[config.mk]
export PLATFORM = sky130hd
export DESIGN_NAME = regfile_mp
export DESIGN_NICKNAME = d
export VERILOG_FILES = /design/src/rtl/regfile_pkg.sv /design/src/rtl/regfile_scoreboard.sv /design/src/rtl/regfile_mp.sv
export SDC_FILE = /design/constraint.sdc
export NUM_CORES = 2
export LEC_CHECK = 0
export CORE_MARGIN = 2
export CORE_UTILIZATION = 40
export CTS_CLUSTER_SIZE = 28
export DETAILED_ROUTE_END_ITERATION = 12
export GPL_TIMING_DRIVEN = 0
export MAX_ROUTING_LAYER = met4
export PLACE_DENSITY_LB_ADDON = 0.12
export SYNTH_ARGS = -nofsm -noshare
export SYNTH_HDL_FRONTEND = slang
export SYNTH_HIERARCHICAL = 1
export SYNTH_SLANG_ARGS = --single-unit
[constraint.sdc]
create_clock -name clk -period 2.7 [get_ports clk]
set_clock_uncertainty 0.1 [all_clocks]
set_input_delay 0.54 -clock clk [delete_from_list [all_inputs] [get_ports clk]]
set_output_delay 0.54 -clock clk [all_outputs]
set_load 0.03 [all_outputs]
[src/rtl/regfile_pkg.sv]
// Shared types and constants for the multi-port register file.
package regfile_pkg;

    localparam int DEF_ADDR_WIDTH = 5;
    localparam int DEF_DATA_WIDTH = 32;

    typedef logic [DEF_ADDR_WIDTH-1:0] reg_idx_t;
    typedef logic [DEF_DATA_WIDTH-1:0] reg_data_t;

    // Bulk-clear engine states.
    typedef enum logic {
        CLR_IDLE = 1'b0,
        CLR_RUN  = 1'b1
    } clr_state_e;

    // Hard-wired zero register index.
    localparam int unsigned ZERO_REG = 0;

endpackage

[src/rtl/regfile_scoreboard.sv]
// Per-register pending scoreboard: a new producer (set) beats a completing
// write (clear) to the same register; a bulk clear beats both.
module regfile_scoreboard
    import regfile_pkg::*;
#(
    parameter int ADDR_WIDTH = 5,
    parameter int NUM_RD     = 2,
    parameter int NUM_WR     = 1
) (
    input  logic                                 clk,
    input  logic                                 rst_n,
    input  logic                                 clr_all,
    input  logic                                 set_en,
    input  logic [ADDR_WIDTH-1:0]                set_addr,
    input  logic [NUM_WR-1:0]                    wr_clr_en,
    input  logic [NUM_WR-1:0][ADDR_WIDTH-1:0]    wr_clr_addr,
    input  logic [NUM_RD-1:0][ADDR_WIDTH-1:0]    rd_addr,
    output logic [NUM_RD-1:0]                    rd_pending
);

    localparam int NUM_REGS = 2**ADDR_WIDTH;
    localparam logic [ADDR_WIDTH-1:0] ZERO_IDX = ADDR_WIDTH'(ZERO_REG);

    logic [NUM_REGS-1:0] pend_q;
    logic [NUM_REGS-1:0] pend_d;

    // Next pending vector: write clears first, then set, then bulk clear.
    always_comb begin
        // NOTE: every always_comb output gets a default first so no path can infer a latch.
        pend_d = pend_q;
        for (int p = 0; p < NUM_WR; p++) begin
            if (wr_clr_en[p] && wr_clr_addr[p] != ZERO_IDX) begin
                pend_d[wr_clr_addr[p]] = 1'b0;
            end
        end
        if (set_en && set_addr != ZERO_IDX) begin
            pend_d[set_addr] = 1'b1;
        end
        if (clr_all) begin
            pend_d = '0;
        end
    end

    // Pending vector register.
    always_ff @(posedge clk or negedge rst_n) begin
        if (!rst_n) begin
            // NOTE: sequential state uses non-blocking assignments so all flops update together.
            pend_q <= '0;
        end else begin
            pend_q <= pend_d;
        end
    end

    // Registered lookups only; bit 0 is never set so x0 is never pending.
    always_comb begin
        rd_pending = '0;
        for (int i = 0; i < NUM_RD; i++) begin
            rd_pending[i] = pend_q[rd_addr[i]];
        end
    end

endmodule

[src/rtl/regfile_mp.sv]
// Multi-port integer register file with optional write-to-read bypass,
// pending scoreboard and a sequenced bulk-clear engine.
module regfile_mp
    import regfile_pkg::*;
#(
    parameter int DATA_WIDTH = 32,
    parameter int ADDR_WIDTH = 5,
    parameter int NUM_RD     = 2,
    parameter int NUM_WR     = 1,
    parameter int BYPASS     = 1
) (
    input  logic                                 clk,
    input  logic                                 rst_n,
    input  logic [NUM_RD-1:0][ADDR_WIDTH-1:0]    rd_addr,
    output logic [NUM_RD-1:0][DATA_WIDTH-1:0]    rd_data,
    output logic [NUM_RD-1:0]                    rd_pending,
    input  logic [NUM_WR-1:0]                    wr_en,
    input  logic [NUM_WR-1:0][ADDR_WIDTH-1:0]    wr_addr,
    input  logic [NUM_WR-1:0][DATA_WIDTH-1:0]    wr_data,
    input  logic                                 sb_set_en,
    input  logic [ADDR_WIDTH-1:0]                sb_set_addr,
    input  logic                                 clr_req,
    output logic                                 clr_busy
);

    localparam int NUM_REGS = 2**ADDR_WIDTH;
    localparam logic [ADDR_WIDTH-1:0] ZERO_IDX = ADDR_WIDTH'(ZERO_REG);
    localparam logic [ADDR_WIDTH-1:0] LAST_IDX = ADDR_WIDTH'(NUM_REGS - 1);
    localparam logic [ADDR_WIDTH-1:0] ONE_IDX  = ADDR_WIDTH'(1);

    logic [DATA_WIDTH-1:0] regs [NUM_REGS];
    clr_state_e            state_q;
    clr_state_e            state_d;
    logic [ADDR_WIDTH-1:0] idx_q;
    logic                  clearing;
    logic                  clr_start;
    logic [NUM_WR-1:0]     wr_live;
    logic                  sb_set_live;

    assign clearing    = (state_q == CLR_RUN);
    assign clr_start   = (state_q == CLR_IDLE) && clr_req;
    assign wr_live     = clearing ? '0 : wr_en;
    assign sb_set_live = sb_set_en && !clearing;
    assign clr_busy    = clearing;

    // Clear FSM next-state: start on request, finish after the last index.
    always_comb begin
        state_d = state_q;
        case (state_q)
            CLR_IDLE: if (clr_req)           state_d = CLR_RUN;
            CLR_RUN:  if (idx_q == LAST_IDX) state_d = CLR_IDLE;
            default:                         state_d = CLR_IDLE;
        endcase
    end

    // Clear FSM state register.
    always_ff @(posedge clk or negedge rst_n) begin
        if (!rst_n) state_q <= CLR_IDLE;
        else        state_q <= state_d;
    end

    // Sweep index: starts at x1, parks at 0 once the sweep ends.
    always_ff @(posedge clk or negedge rst_n) begin
        if (!rst_n) begin
            idx_q <= '0;
        end else if (clr_start) begin
            idx_q <= ONE_IDX;
        end else if (clearing) begin
            idx_q <= (idx_q == LAST_IDX) ? '0 : idx_q + ONE_IDX;
        end
    end

    // Register array: sweep owns the array while clearing, else ports write
    // in order so the highest-numbered port wins a collision.
    always_ff @(posedge clk or negedge rst_n) begin
        if (!rst_n) begin
            // NOTE: the array is reset here because architectural state must read 0 after reset; this costs a reset net per flop.
            for (int r = 0; r < NUM_REGS; r++) begin
                regs[r] <= '0;
            end
        end else if (clearing) begin
            regs[idx_q] <= '0;
        end else begin
            for (int p = 0; p < NUM_WR; p++) begin
                if (wr_en[p] && wr_addr[p] != ZERO_IDX) begin
                    regs[wr_addr[p]] <= wr_data[p];
                end
            end
        end
    end

    // Read ports: array value, overridden by the winning same-cycle write.
    always_comb begin
        rd_data = '0;
        for (int i = 0; i < NUM_RD; i++) begin
            if (rd_addr[i] != ZERO_IDX) begin
                rd_data[i] = regs[rd_addr[i]];
                if (BYPASS != 0 && !clearing) begin
                    for (int p = 0; p < NUM_WR; p++) begin
                        if (wr_en[p] && wr_addr[p] == rd_addr[i]) begin
                            rd_data[i] = wr_data[p];
                        end
                    end
                end
            end
        end
    end

    regfile_scoreboard #(
        .ADDR_WIDTH (ADDR_WIDTH),
        .NUM_RD     (NUM_RD),
        .NUM_WR     (NUM_WR)
    ) u_scoreboard (
        .clk         (clk),
        .rst_n       (rst_n),
        .clr_all     (clr_start),
        .set_en      (sb_set_live),
        .set_addr    (sb_set_addr),
        .wr_clr_en   (wr_live),
        .wr_clr_addr (wr_addr),
        .rd_addr     (rd_addr),
        .rd_pending  (rd_pending)
    );

endmodule

==> impl_results.md <==
* Number of global-route vias before repair at 49381
* Syn Std Cell Area at 56600 um^2
* Hold Worst Slack at 0.0664 ns
* Critical Path RT at 2.06 ns
* Die Y at around 380 um
* CTS Buf Count at 131
* RSZ-0062 raised after global routing: true
* Min Clock Period, post-route at 3.67 ns
* Row count at 138
* Dominant synthesized flop cell: dfrtp_1
* Status: complete, but fails checks
* Pwr dens at 674 nW/um^2
* CTS Sinks at 1062
* Core area at 141000 um^2
* Fin crit share at 1.36
* Post-synth EDFFs at 0
* CTS H-Tree Depth at 4
* Drc violations at 0
* Area taken by multi-input logic gates at 30200 um^2
* Layout area overhead at 26.3%
* Post-synth top cells: dfrtp_1, a22o_1, mux2i_1, clkbuf_1, mux4_2
* Antenna-violating nets left at 0
* Gr ovfl total at 0
* Routed WL per cell at 44.8 um
* Setup TNS Final at -59.22 ns
* CP Max Fanout at 10
* Top post-synthesis cells by area: dfrtp_1, a22o_1, mux4_2
* Later-pin clock latency in the skew report at 0.82 ns
* Final slew viol count at 0
* GRT Total Usage at 0.440
* Initial DRT Pass Iterations at 6
* Hold WC Path Type: primary input to register
* Cells after Synth at 4604
* Placed Cells incl. Taps at 6592
* Synthesized flop and latch total at between 1000 and 1500
* Synth warnings at 6
* Critical Path AT at 3.03 ns
* DPL Wire Length at 221 mm
* Initial DRC count at roughly 7500
* Port bufs at 88
* CP Capture Type: primary output
* VDD IR-drop max at 0.000600 V
* Async S/R FF share, synth at 1.00
* Synthesized Nets at around 4700
* Final WL at 314 mm
* Largest net degree at the start of global routing at 163
* Critical setup path kind: primary input to primary output
* Final Setup Violations at 286
* Largest area contributor in the netlist: dfrtp_1
* Vias/cell at between 7 and 8
* Synth top area share at 0.469
* CTS tree: yes
* Highest Clock Rate at 273 MHz
* Register area at about 27000 um^2
* Worst-margin pin slew at 1.29 ns
* Synth unique cells at 56
* Failing checks: negative setup slack
* CTS clk-pin slew, worst paths at 0.05 ns
* Maxcap violations at 0
* IO Pins at between 100 and 150
* Setup WS post-layout at -0.966 ns
* Initial antenna violation count at 31
* First-pass GRT wire length at around 420 mm
* Total power at between 40000 and 50000 uW
* Share of layout cells above drive strength 1 at 0.299
* Vias at 50902
* Most common cell in the synthesized netlist: dfrtp_1
* Initial Utilization at 0.401
* Final design utilization at 0.507
* Slew margin rel. at 0.142
* Sequential-to-total area share from yosys stat at 0.469
* Clock buffer depth at 3
* Die width at 380 um
* GPL Wtd Cong at about 1.1
* Leak at 0.0314 uW
* Final #Nets at just over 5000
* Final Hold Viols at 0
* Die area at around 140000 um^2
* Avg Inst Size Synth at 12.3 um^2
* CP Launch Type: primary input
* Layout Cells excl Fill at 7003
* CTS Root Cell: clkbuf_16
* Filler cells at 12445
==> final timing paths <==
path | startpoint | end | slack, ns | cells past startpoint
max reg2reg | idx_q[3] | regs[529] | -0.10 | 6
max | rd_addr[7] | rd_data[63] | -0.97 | 6
min | wr_data[7] | regs[935] | 0.07 | 2
min in group asynchronous | rst_n | regs[807] | 0.29 | 3
min reg2reg | regs[1009] | regs[1009] | 0.41 | 1
max in group asynchronous | rst_n | regs[20] | 0.43 | 5
==> report_power, final <==
group          switching, uW  internal (uW)
Combinational           7150           3980
Clock                   7750          10900
Sequential              1170          17200
Total                  16100          32200
==> cell families after synthesis <==
family                   share of synthesized area
XOR/XNOR                                   0.00186
flip-flops                                   0.469
adder cells (fa/ha/maj)                    0.00110
AO/OA/AOI/OAI                                0.235
multiplexers                                 0.201
AND/OR/NAND/NOR                             0.0436
buffers and inverters                       0.0475
==> cell usage in the layout, fill, tap and decap left out, types with 27 or more instances in the layout <==
| cell | count |
|---|---|
| buf_6 | 113 |
| clkbuf_4 | 35 |
| mux2i_1 | 492 |
| buf_16 | 31 |
| o21ai_0 | 85 |
| and2_1 | 37 |
| clkbuf_2 | 106 |
| clkbuf_1 | 208 |
| a221oi_2 | 67 |
| nor3b_2 | 43 |
| diode_2 | 32 |
| clkbuf_16 | 153 |
| o21ai_1 | 49 |
| dfrtp_1 | 1061 |
| a22o_1 | 994 |
| buf_2 | 38 |
| a211oi_4 | 27 |
| a22oi_1 | 122 |
| nor3_1 | 45 |
| buf_1 | 35 |
| nor2_4 | 30 |
| a221o_2 | 60 |
| a21oi_1 | 81 |
| clkbuf_8 | 56 |
| buf_4 | 111 |
| mux4_2 | 278 |
| buf_8 | 28 |
| a21oi_2 | 30 |
| nand2_1 | 170 |
| buf_12 | 80 |
==> worst max-delay path: stages <==
cell and delay, ns:
buf_2 0.27, clkbuf_1 0.98, o21ai_1 0.31, a211oi_4 0.42
a221o_2 0.32, buf_6 0.17
==> area by class of cell <==
| class | count | share of cell area |
|---|---|---|
| Timing Repair Buffer | 254 | 0.0425 |
| Buffer | 574 | 0.0682 |
| Clock inverter | 49 | 0.00890 |
| Tap cell | 1890 | 0.0331 |
| Sequential cell | 1062 | 0.372 |
| Clock buffer | 185 | 0.0528 |
| Antenna cell | 32 | 0.00112 |
| Inverter | 5 | 0.000262 |
| Multi-Input combinational cell | 2952 | 0.422 |
==> registers in the layout, indices dropped and copies added (netlist names) <==
register             flops
regs                  1024
u_scoreboard/pend_q     32
idx_q                    5
clr_busy                 1
==> per-layer routing <==
metal	vias up	track usage	share of wire
met5	-	-	0
met4	0	0.313	0.088
met3	1110	0.179	0.13
met2	4075	0.589	0.41
met1	26609	0.533	0.37
li1	19108	-	-
==> per-stage QoR <==
step	area [um^2]	worst slack, ns
floorplan	57300	-0.0942
global placement	60500	-50.09
detailed placement	60800	-3.49
CTS	70300	-0.845
global route	71500	-0.890
finish	71500	-0.966
==> repair_timing <==
action | in CTS | in global routing
hold buffers | 2 | 0
gates cloned | 11 | 6
endpoints found under the setup margin | 1085 | 1027
hold endpoints to repair | 68 | 0
pin swaps | 98 | 46
buffers inserted | 92 | 50
gates resized for setup | 1430 | 228
Note: power is estimated with default switching activity, not from simulation.
